**src/rtl/calc_key_sequencer.sv**
```systemverilog
// rtl/calc_key_sequencer.sv - keypad entry sequencer for the 4-digit BCD calculator (optional CALC_CHAIN_EN)
// Define CALC_CHAIN_EN to let an operator key in RESULT chain the result into operand A.
module calc_key_sequencer (
    input  logic        clk,
    input  logic        rst_n,
    input  logic        key_valid,
    input  logic [4:0]  key_code,
    input  logic [15:0] result,
    output logic [3:0]  A1,
    output logic [3:0]  A2,
    output logic [3:0]  A3,
    output logic [3:0]  A4,
    output logic [3:0]  B1,
    output logic [3:0]  B2,
    output logic [3:0]  B3,
    output logic [3:0]  B4,
    output logic [1:0]  ST,
    output logic [2:0]  ST_L,
    output logic [15:0] disp,
    output logic        res_valid,
    output logic        key_err
);

    localparam logic [1:0] S_OBL  = 2'b10;
    localparam logic [2:0] SL_ADD = 3'd0;
    localparam logic [2:0] SL_SUB = 3'd1;
    localparam logic [2:0] SL_XOR = 3'd2;
    localparam logic [2:0] SL_AND = 3'd3;
    localparam logic [2:0] SL_OR  = 3'd4;

    localparam logic [4:0] K_EQUALS = 5'd15;
    localparam logic [4:0] K_CLEAR  = 5'd16;
    localparam logic [4:0] K_BKSP   = 5'd17;

    typedef enum logic [1:0] {
        ENTRY_A = 2'b00,
        ENTRY_B = 2'b01,
        RESULT  = S_OBL
    } state_t;

    state_t      state, state_n;
    logic [15:0] a_reg, a_n;        // {A1,A2,A3,A4}, thousands first
    logic [15:0] b_reg, b_n;
    logic [2:0]  a_cnt, a_cnt_n;
    logic [2:0]  b_cnt, b_cnt_n;
    logic [2:0]  op_reg, op_n;
    logic        res_valid_n;
    logic        key_err_n;

    logic        is_digit;
    logic        is_op;
    logic [2:0]  op_code;
    logic [15:0] result_word;

    function automatic logic [2:0] op_sel(input logic [4:0] k);
        case (k)
            5'd10:   op_sel = SL_ADD;
            5'd11:   op_sel = SL_SUB;
            5'd12:   op_sel = SL_XOR;
            5'd13:   op_sel = SL_AND;
            default: op_sel = SL_OR;
        endcase
    endfunction

    assign is_digit    = (key_code <= 5'd9);
    assign is_op       = (key_code >= 5'd10) && (key_code <= 5'd14);
    assign op_code     = op_sel(key_code);
    // Datapath delivers ones in the top nibble; display wants thousands first.
    assign result_word = {result[3:0], result[7:4], result[11:8], result[15:12]};

    always_ff @(posedge clk or negedge rst_n) begin
        if (!rst_n) begin
            state     <= ENTRY_A;
            a_reg     <= 16'h0000;
            b_reg     <= 16'h0000;
            a_cnt     <= 3'd0;
            b_cnt     <= 3'd0;
            op_reg    <= SL_ADD;
            res_valid <= 1'b0;
            key_err   <= 1'b0;
        end else begin
            state     <= state_n;
            a_reg     <= a_n;
            b_reg     <= b_n;
            a_cnt     <= a_cnt_n;
            b_cnt     <= b_cnt_n;
            op_reg    <= op_n;
            res_valid <= res_valid_n;
            key_err   <= key_err_n;
        end
    end

    always_comb begin
        state_n     = state;
        a_n         = a_reg;
        b_n         = b_reg;
        a_cnt_n     = a_cnt;
        b_cnt_n     = b_cnt;
        op_n        = op_reg;
        res_valid_n = 1'b0;
        key_err_n   = 1'b0;

        if (key_valid) begin
            if (key_code == K_CLEAR) begin
                state_n = ENTRY_A;
                a_n     = 16'h0000;
                b_n     = 16'h0000;
                a_cnt_n = 3'd0;
                b_cnt_n = 3'd0;
                op_n    = SL_ADD;
            end else if (key_code > K_BKSP) begin
                key_err_n = 1'b1;
            end else begin
                case (state)
                    ENTRY_A: begin
                        if (is_digit) begin
                            if (a_cnt < 3'd4) begin
                                a_n     = {a_reg[11:0], key_code[3:0]};
                                a_cnt_n = a_cnt + 3'd1;
                            end else begin
                                key_err_n = 1'b1;
                            end
                        end else if (key_code == K_BKSP) begin
                            a_n = {4'h0, a_reg[15:4]};
                            if (a_cnt != 3'd0) a_cnt_n = a_cnt - 3'd1;
                        end else if (is_op) begin
                            op_n    = op_code;
                            b_n     = 16'h0000;
                            b_cnt_n = 3'd0;
                            state_n = ENTRY_B;
                        end else begin
                            key_err_n = 1'b1;
                        end
                    end
                    ENTRY_B: begin
                        if (is_digit) begin
                            if (b_cnt < 3'd4) begin
                                b_n     = {b_reg[11:0], key_code[3:0]};
                                b_cnt_n = b_cnt + 3'd1;
                            end else begin
                                key_err_n = 1'b1;
                            end
                        end else if (key_code == K_BKSP) begin
                            b_n = {4'h0, b_reg[15:4]};
                            if (b_cnt != 3'd0) b_cnt_n = b_cnt - 3'd1;
                        end else if (is_op) begin
                            op_n = op_code;
                        end else begin
                            state_n     = RESULT;
                            res_valid_n = 1'b1;
                        end
                    end
                    RESULT: begin
                        if (is_digit) begin
                            a_n     = {12'h000, key_code[3:0]};
                            a_cnt_n = 3'd1;
                            b_n     = 16'h0000;
                            b_cnt_n = 3'd0;
                            state_n = ENTRY_A;
                        end else if (is_op) begin
`ifdef CALC_CHAIN_EN
                            a_n     = result_word;
                            a_cnt_n = 3'd4;
                            op_n    = op_code;
                            b_n     = 16'h0000;
                            b_cnt_n = 3'd0;
                            state_n = ENTRY_B;
`else
                            key_err_n = 1'b1;
`endif
                        end else begin
                            key_err_n = 1'b1;
                        end
                    end
                    default: begin
                        state_n = ENTRY_A;
                    end
                endcase
            end
        end
    end

    always_comb begin
        case (state)
            ENTRY_B: disp = b_reg;
            RESULT:  disp = result_word;
            default: disp = a_reg;
        endcase
    end

    assign A1   = a_reg[15:12];
    assign A2   = a_reg[11:8];
    assign A3   = a_reg[7:4];
    assign A4   = a_reg[3:0];
    assign B1   = b_reg[15:12];
    assign B2   = b_reg[11:8];
    assign B3   = b_reg[7:4];
    assign B4   = b_reg[3:0];
    assign ST   = state;
    assign ST_L = op_reg;

endmodule

```
**config.mk**
```make
export PLATFORM = sky130hd
export DESIGN_NAME = calc_key_sequencer
export DESIGN_NICKNAME = d
export VERILOG_FILES = /design/src/rtl/calc_key_sequencer.sv
export SDC_FILE = /design/constraint.sdc
export NUM_CORES = 1
export LEC_CHECK = 0
export CORE_MARGIN = 3
export CORE_UTILIZATION = 23
export DETAILED_ROUTE_END_ITERATION = 8
export SKIP_CTS_REPAIR_TIMING = 1
export SLEW_MARGIN = 10
export SYNTH_ARGS = -nofsm -noshare
export SYNTH_HDL_FRONTEND = slang
export SYNTH_SLANG_ARGS = --single-unit
```
**constraint.sdc**
```tcl
create_clock -name clk -period 5.7 [get_ports clk]
set_input_delay 1.14 -clock clk [delete_from_list [all_inputs] [get_ports clk]]
set_output_delay 1.14 -clock clk [all_outputs]
set_load 0.01 [all_outputs]
```
==> metrics <==
status finished, final reports clean; RSZ-0062 raised after global routing false; relative slew slack 0.232; Slew Limit Fails 0; EDFF count, synth 0; share of post-route cells with drive strength above 1 0.103; detailed-route DRC error count 0; combined global-route utilization of all metal layers 0.129; CTS tree built; die area 13,800 µm²; I/O Buffers 78; class of the most critical hold timing path flip-flop to flip-flop; netlist area before placement 2850 µm²; Final Cycle Share 0.726; internal power contribution 1.14 mW; proportion of synthesized chip area in sequential cells 0.395; height of the die 117 µm; starting density of the core 0.236; startpoint of the lowest-slack hold path ST_L[0]; CTS H-Tree Depth 2; worst hold path cell count 1; clock slew at reported path FFs 0.06 ns; Area Growth Syn to Fin 36.3%; critical path fanouts, max 38; part of the total power dissipated in the clock network 0.150; post-synth top area cell dfrtp_1; number of nets in the final layout 400; DP Area 3740 µm²; area share of the leading cell type in the synthesized netlist 0.395; Clk Latency, worst-skew pair 0.29 ns; reg-to-reg slack, setup 2.54 ns; antenna-violating nets left 0; portion of netlist area occupied by mux cells 0.138; antenna violations before repair 0; number of nets produced by synthesis 334; post-synthesis cell type count 47; CP Data Arrival Time 4.34 ns; combinational group share of total power 0.589; number of buffers created by CTS 5; Mapped Avg Cell Area 9.44 µm²; CTS sink cnt 45; Antenna Diode Count 0; Tot Pwr 1.97 mW; I/O pin count 79; Clock Skews 0.00632 ns; pin count of the biggest net entering global routing 46; global route total overflow 0; most instantiated cells after synthesis dfrtp_1, nand2_1, nor2_1; post-synthesis share of cell area spent on full adders, half adders and majority gates 0.0404; Final Cell Area 3890 µm²; required time at the worst-slack endpoint 5.90 ns; crit-path leading delay family simple AND/OR/NAND/NOR gates; worst path setup slack after routing 1.56 ns; highest cell delay on the worst timing path 0.79 ns; fraction of the mapped netlist area in compound gates 0.232; peak supply drop 0.000174 V; Fmax 0.242 GHz; Via-to-Cell Ratio 4.72; ordered cell list for the critical path clkdlybuf4s50_1 -> or4b_4 -> or2_0 -> a221o_1 -> or4_1 -> o21ai_0; total vias in the final route 2,532; classification of the worst setup path primary input to flip-flop; drt first-iter violations 186; global-route wire length before repair 14,600 µm; dominant synthesized flop cell dfrtp_1; share of total power in sequential cells 0.261; switching power summed over all nets 831 µW; Final Hold Fails 0; summed negative setup slack over all endpoints 0 ns; top-count cell post-synth dfrtp_1; root buffer cell clkbuf_16; fillcell total 1,252; total setup violations reported at the end of the flow 0; Bufs and invs on worst path 1; worst-case reg-to-reg path depth 6; Synth Area in XOR/XNOR 0.00921; category of the worst setup path launch point primary input; post-placement setup slack 1.31 ns; row count 40; Tmin final 4.14 ns; fraction of power spent switching nets 0.422; fraction of the mapped netlist area in simple logic gates 0.124; First-pass DRT Iterations 5; Finished Layout Cells 537; routability cong. 0.881; actual slew at the worst max-slew pin 1.15 ns; number of global-route vias before repair 2,580; die outline width 117 µm; buffers from clock root to sink, at most 2; Post-synth ARST share 1.00; Reg2Reg Capture Point a_cnt[2]; Hold Path Sink ST_L[0]; kind of end point of the critical path flip-flop; #FFs+latches synth 45; MaxCap Viol Count 0; Std-Cell Core Area 12,100 µm²; post-DP HPWL 6490 µm; number of standard cells after synthesis 302; Power per Cell Area 507 nW/µm²; reg-to-reg critical path startpoint ST[0]; dominant combinational cell family by area after synthesis compound AO/OA/AOI/OAI gates; Post-Place Cells 529; slowest stage cell, crit path a221o_1; cell leakage power 1.58 nW; synth top area cells dfrtp_1, mux2i_1, a22oi_1; final WL 8870 µm; average routed wire per standard cell 16.5 µm; Yosys warnings 0
## power by group through the flow
stage	Clock (mW)	Combinational, mW	Sequential [mW]
final	0.295	1.16	0.515
after global placement	0	1.16	0.519
after detailed placement	0	1.17	0.522
after global routing	0.318	1.26	0.532
after CTS	0.305	1.17	0.516
after floorplan	0	0.617	0.511
## per-layer routing
| layer | vias to the layer above | share of wire | GRT usage |
|---|---|---|---|
| met1 | 1249 | 0.45 | 0.170 |
| met2 | 55 | 0.51 | 0.221 |
| met4 | 0 | 0.0086 | 0.0330 |
| met3 | 8 | 0.034 | 0.0203 |
| li1 | 1220 | - | - |
| met5 | - | 0 | 0 |
## per-stage QoR
step                 util  hold slack, ns
floorplan               -           0.498
global placement    0.310           0.487
detailed placement  0.310           0.488
CTS                 0.322           0.503
global route        0.322           0.512
finish              0.322           0.499
## cell type report
class,instances,area (µm²),share of cell area
clock buffers,5,125,0.0322
clock inverters,3,25.0,0.00644
inverters,14,52.6,0.0135
multi-input cells,221,1550,0.399
flip-flops and latches,45,1130,0.290
well taps,168,210,0.0541
repair buffers,81,798,0.205
## cell usage in the layout (no fill, tap or decap), types with 11 or more instances in the layout
master and instances:
inv_1 13, a21oi_1 21, clkdlybuf4s50_1 77, o31ai_1 14, a22o_1 11, a22oi_1 17
mux2i_1 18, nor2_1 32, dfrtp_1 45, o21ai_0 12, mux2_2 11, nand2_1 33
## logic make-up (layout without fill, tap and decap cells)
group,count (synthesis),after routing
simple gates,81,81
mux,35,35
fa+ha+maj,8,8
compound gates,94,94
buf+inv,36,103
xor+xnor,3,3
flops,45,45
## how the worst max path moves through the flow
stage	start	endpoint	slack, ns	cells after the start
floorplan	key_code[2]	b_reg[10]	2.01	9
global placement	key_code[2]	a_cnt[2]	1.40	6
global route	key_code[3]	a_cnt[2]	1.36	6
detailed placement	key_code[2]	a_cnt[2]	1.31	6
finish	key_code[3]	a_cnt[2]	1.56	6
CTS	key_code[2]	a_cnt[2]	1.61	6
Note: power is estimated with default switching activity, not from simulation.
==> RTL edit: new RTL, config.mk and constraints unchanged <==
Take the reset off `a_reg` and `b_reg` and load them in a clocked block of their own.
--- a/src/rtl/calc_key_sequencer.sv
+++ b/src/rtl/calc_key_sequencer.sv
@@ -71,8 +71,6 @@
     always_ff @(posedge clk or negedge rst_n) begin
         if (!rst_n) begin
             state     <= ENTRY_A;
-            a_reg     <= 16'h0000;
-            b_reg     <= 16'h0000;
             a_cnt     <= 3'd0;
             b_cnt     <= 3'd0;
             op_reg    <= SL_ADD;
@@ -80,14 +78,17 @@
             key_err   <= 1'b0;
         end else begin
             state     <= state_n;
-            a_reg     <= a_n;
-            b_reg     <= b_n;
             a_cnt     <= a_cnt_n;
             b_cnt     <= b_cnt_n;
             op_reg    <= op_n;
             res_valid <= res_valid_n;
             key_err   <= key_err_n;
         end
+    end
+
+    always_ff @(posedge clk) begin
+        a_reg <= a_n;
+        b_reg <= b_n;
     end
 
     always_comb begin
Formal check against the unedited RTL: not equivalent (a bounded check fails within 4 cycles, from zero or initial values and one cycle with rst_n low).
==> RTL edit against the original RTL <==
Area after synthesis decreased by 8.2%; worst setup slack gained 99 ps; critical endpoint is now b_cnt[2]; sequential power up 0.8%; power is 9.0% lower; routed wire length fell by 6.3%; final area decreased by 6.1%; sequential cell count is the same; worst hold slack got worse by 5.2 ps; highest routed layer unchanged.
==> RTL edit: results (changes against the original RTL) <==
Outcome
  • Run status: finished clean

Synth
  • Synth top area cells: edfxtp_1 37%, dfrtp_1 12%, a21oi_1 8.6%, nand2_1 7.0%, a22oi_1 4.6%
  • Ys async rst share: 28.9% (-71 points)
  • Post-synth EDFFs: 32 (+32)
  • Synth Area in Adders: 3.92% (-0.12 points)
  • Count of cell types in the netlist: 49 (+4.3%)
  • Synth warnings: 0 (unchanged)
  • Post-synth top cells: 49 x nand2_1, 45 x a21oi_1, 32 x edfxtp_1
  • Compound-Gate Fraction of Synth Area: 21.1% (-2.1 points)
  • Mapped Nets: 314 (-6.0%)
  • Prevailing post-synth register cell: edfxtp_1
  • Post-synthesis sequential area ratio: 49.2% (+9.7 points)
  • XOR/XNOR Fraction of Synth Area: 1.00% (+0.083 points)
  • Mux contribution to synthesized area: 1.67% (-12 points)
  • Syn Inst Count: 283 (-6.3%)

Placed design
  • I/O Buffers: 78 (unchanged)
  • Dpl ws: 1400 ps (+92.8 ps)
  • Placed cells: 483 (-8.7%)
  • RePlAce Congestion: 0.845 (-4.1%)
  • HPWL Detailed: 6.20 mm (-4.5%)

Clock network
  • Clk slew on worst S/H paths: 60 ps (about the same)
  • Max Root-Sink Buffers: 2 (unchanged)
  • Htree depth: 2 (unchanged)
  • TritonCTS Buffers: 5 (unchanged)
  • Root Buffer: clkbuf_16
  • Clock Latency Late Sink: 290 ps (about the same)

Finish
  • Fin nets: 381 (-4.8%)
  • Fraction of layout cells with a size suffix above 1: 5.13% (-5.2 points)
  • Fin cells: 491 (-8.6%)
  • Fillers: 1125 (-10%)
  • # diodes: 0 (unchanged)

Global route
  • Initial antenna violation count: 0 (unchanged)
  • First-pass GRT wire length: 13.1 mm (-11%)
  • Vias in the first global route: 2351 (-8.9%)
  • Largest net degree at the start of global routing: 37 (-20%)
  • GRT Util Overall: 13.0% (+0.087 points)

Worst hold path
  • Worst hold path type: reg2reg

Drt
  • DRT Pass-1 Iters: 5 (unchanged)
  • DR iter-0 viols: 212 (+14%)
  • Vias per cell: 4.89 (+3.7%)
  • WL final: 8.32 mm (-6.3%)

Worst setup path
  • Worst-path fanout max: 19 (-50%)
  • Cell family with most CP delay: simple AND/OR/NAND/NOR gates
  • Slowest CP cell: a211oi_4
  • Max incr delay on CP: 880 ps (+90 ps)

Timing
  • Worst-margin pin slew: 1020 ps (-135 ps)
  • Skew final: 6.46 ps (+0.141 ps)

Power and ir drop
  • Worst vdd ir: 0.236 mV (+36%)
  • Static leakage: 1.36 nW (-14%)
RTL edit: cell types whose count changed in the layout (fill, tap and decap cells not counted), moves of 8 or more:
| cell | unedited run | this run |
|---|---|---|
| mux2_2 | 11 | 3 |
| a22o_1 | 11 | 1 |
| o31ai_1 | 14 | 1 |
| edfxtp_1 | 0 | 32 |
| a21oi_1 | 21 | 45 |
| dfrtp_1 | 45 | 13 |
| mux2i_1 | 18 | 1 |
| nand2_1 | 33 | 49 |
| and3_1 | 0 | 9 |
RTL edit: final timing paths:
path | slack [ps] | cells past startpoint | to | from
max in group asynchronous | 4060 | 1 | b_cnt[2] | rst_n
min | 490 | 2 | ST_L[1] | ST_L[1]
min reg2reg | 490 | 2 | ST_L[1] | ST_L[1]
max reg2reg | 2640 | 6 | a_reg[12] | ST[0]
max | 1660 | 6 | b_cnt[2] | key_code[3]
min in group asynchronous | 1230 | 1 | ST_L[1] | rst_n
RTL edit: routing by layer:
layer	vias up	wire length [um]	GRT usage (%)
li1	1158	-	-
met1	1159	3810	18.3
met2	77	3950	20.5
met3	6	459	2.70
met4	0	89	3.13
met5	-	0	0
RTL edit: tightest hold or removal path: stages (launching register included):
cell,delay (ps)
dfrtp_1,350
nand2_1,50
o41ai_1,50
RTL edit: cell type report:
type                            instances  area, sq um  share of cell area (%)
Timing Repair Buffer                   80          796                    21.8
Clock buffer                            6          129                    3.53
Inverter                                9         33.8                   0.926
Clock inverter                          2         15.0                   0.411
Multi-Input combinational cell        209         1210                    33.3
Sequential cell                        45         1290                    35.2
Tap cell                              140          175                    4.80
RTL edit: stage by stage:
step / cell area, sq um / util, % / hold slack (ps)
6_report: 3650 / 33.2 / 494
5_1_grt: 3650 / 33.2 / 520
4_1_cts: 3650 / 33.2 / 491
3_5_place_dp: 3510 / 31.9 / 477
3_3_place_gp: 3510 / 31.9 / 480
2_1_floorplan: 2620 / - / 511
RTL edit: power by group:
part	switching, W	internal [W]	total, W
logic	0.000522	0.000468	0.000990
registers	0.0000726	0.000446	0.000519
clock network	0.000122	0.000163	0.000285
total	0.000717	0.00108	0.00179
RTL edit: kinds of logic (layout without fill, tap and decap cells):
kind of cell	Yosys count	count (layout)
AOI/OAI and AO/OA	89	89
buffers and inverters	29	97
adders and majority gates	7	7
and+or+nand+nor	106	106
xor gates and xnor gates	3	3
muxes	4	4
DFF	45	45
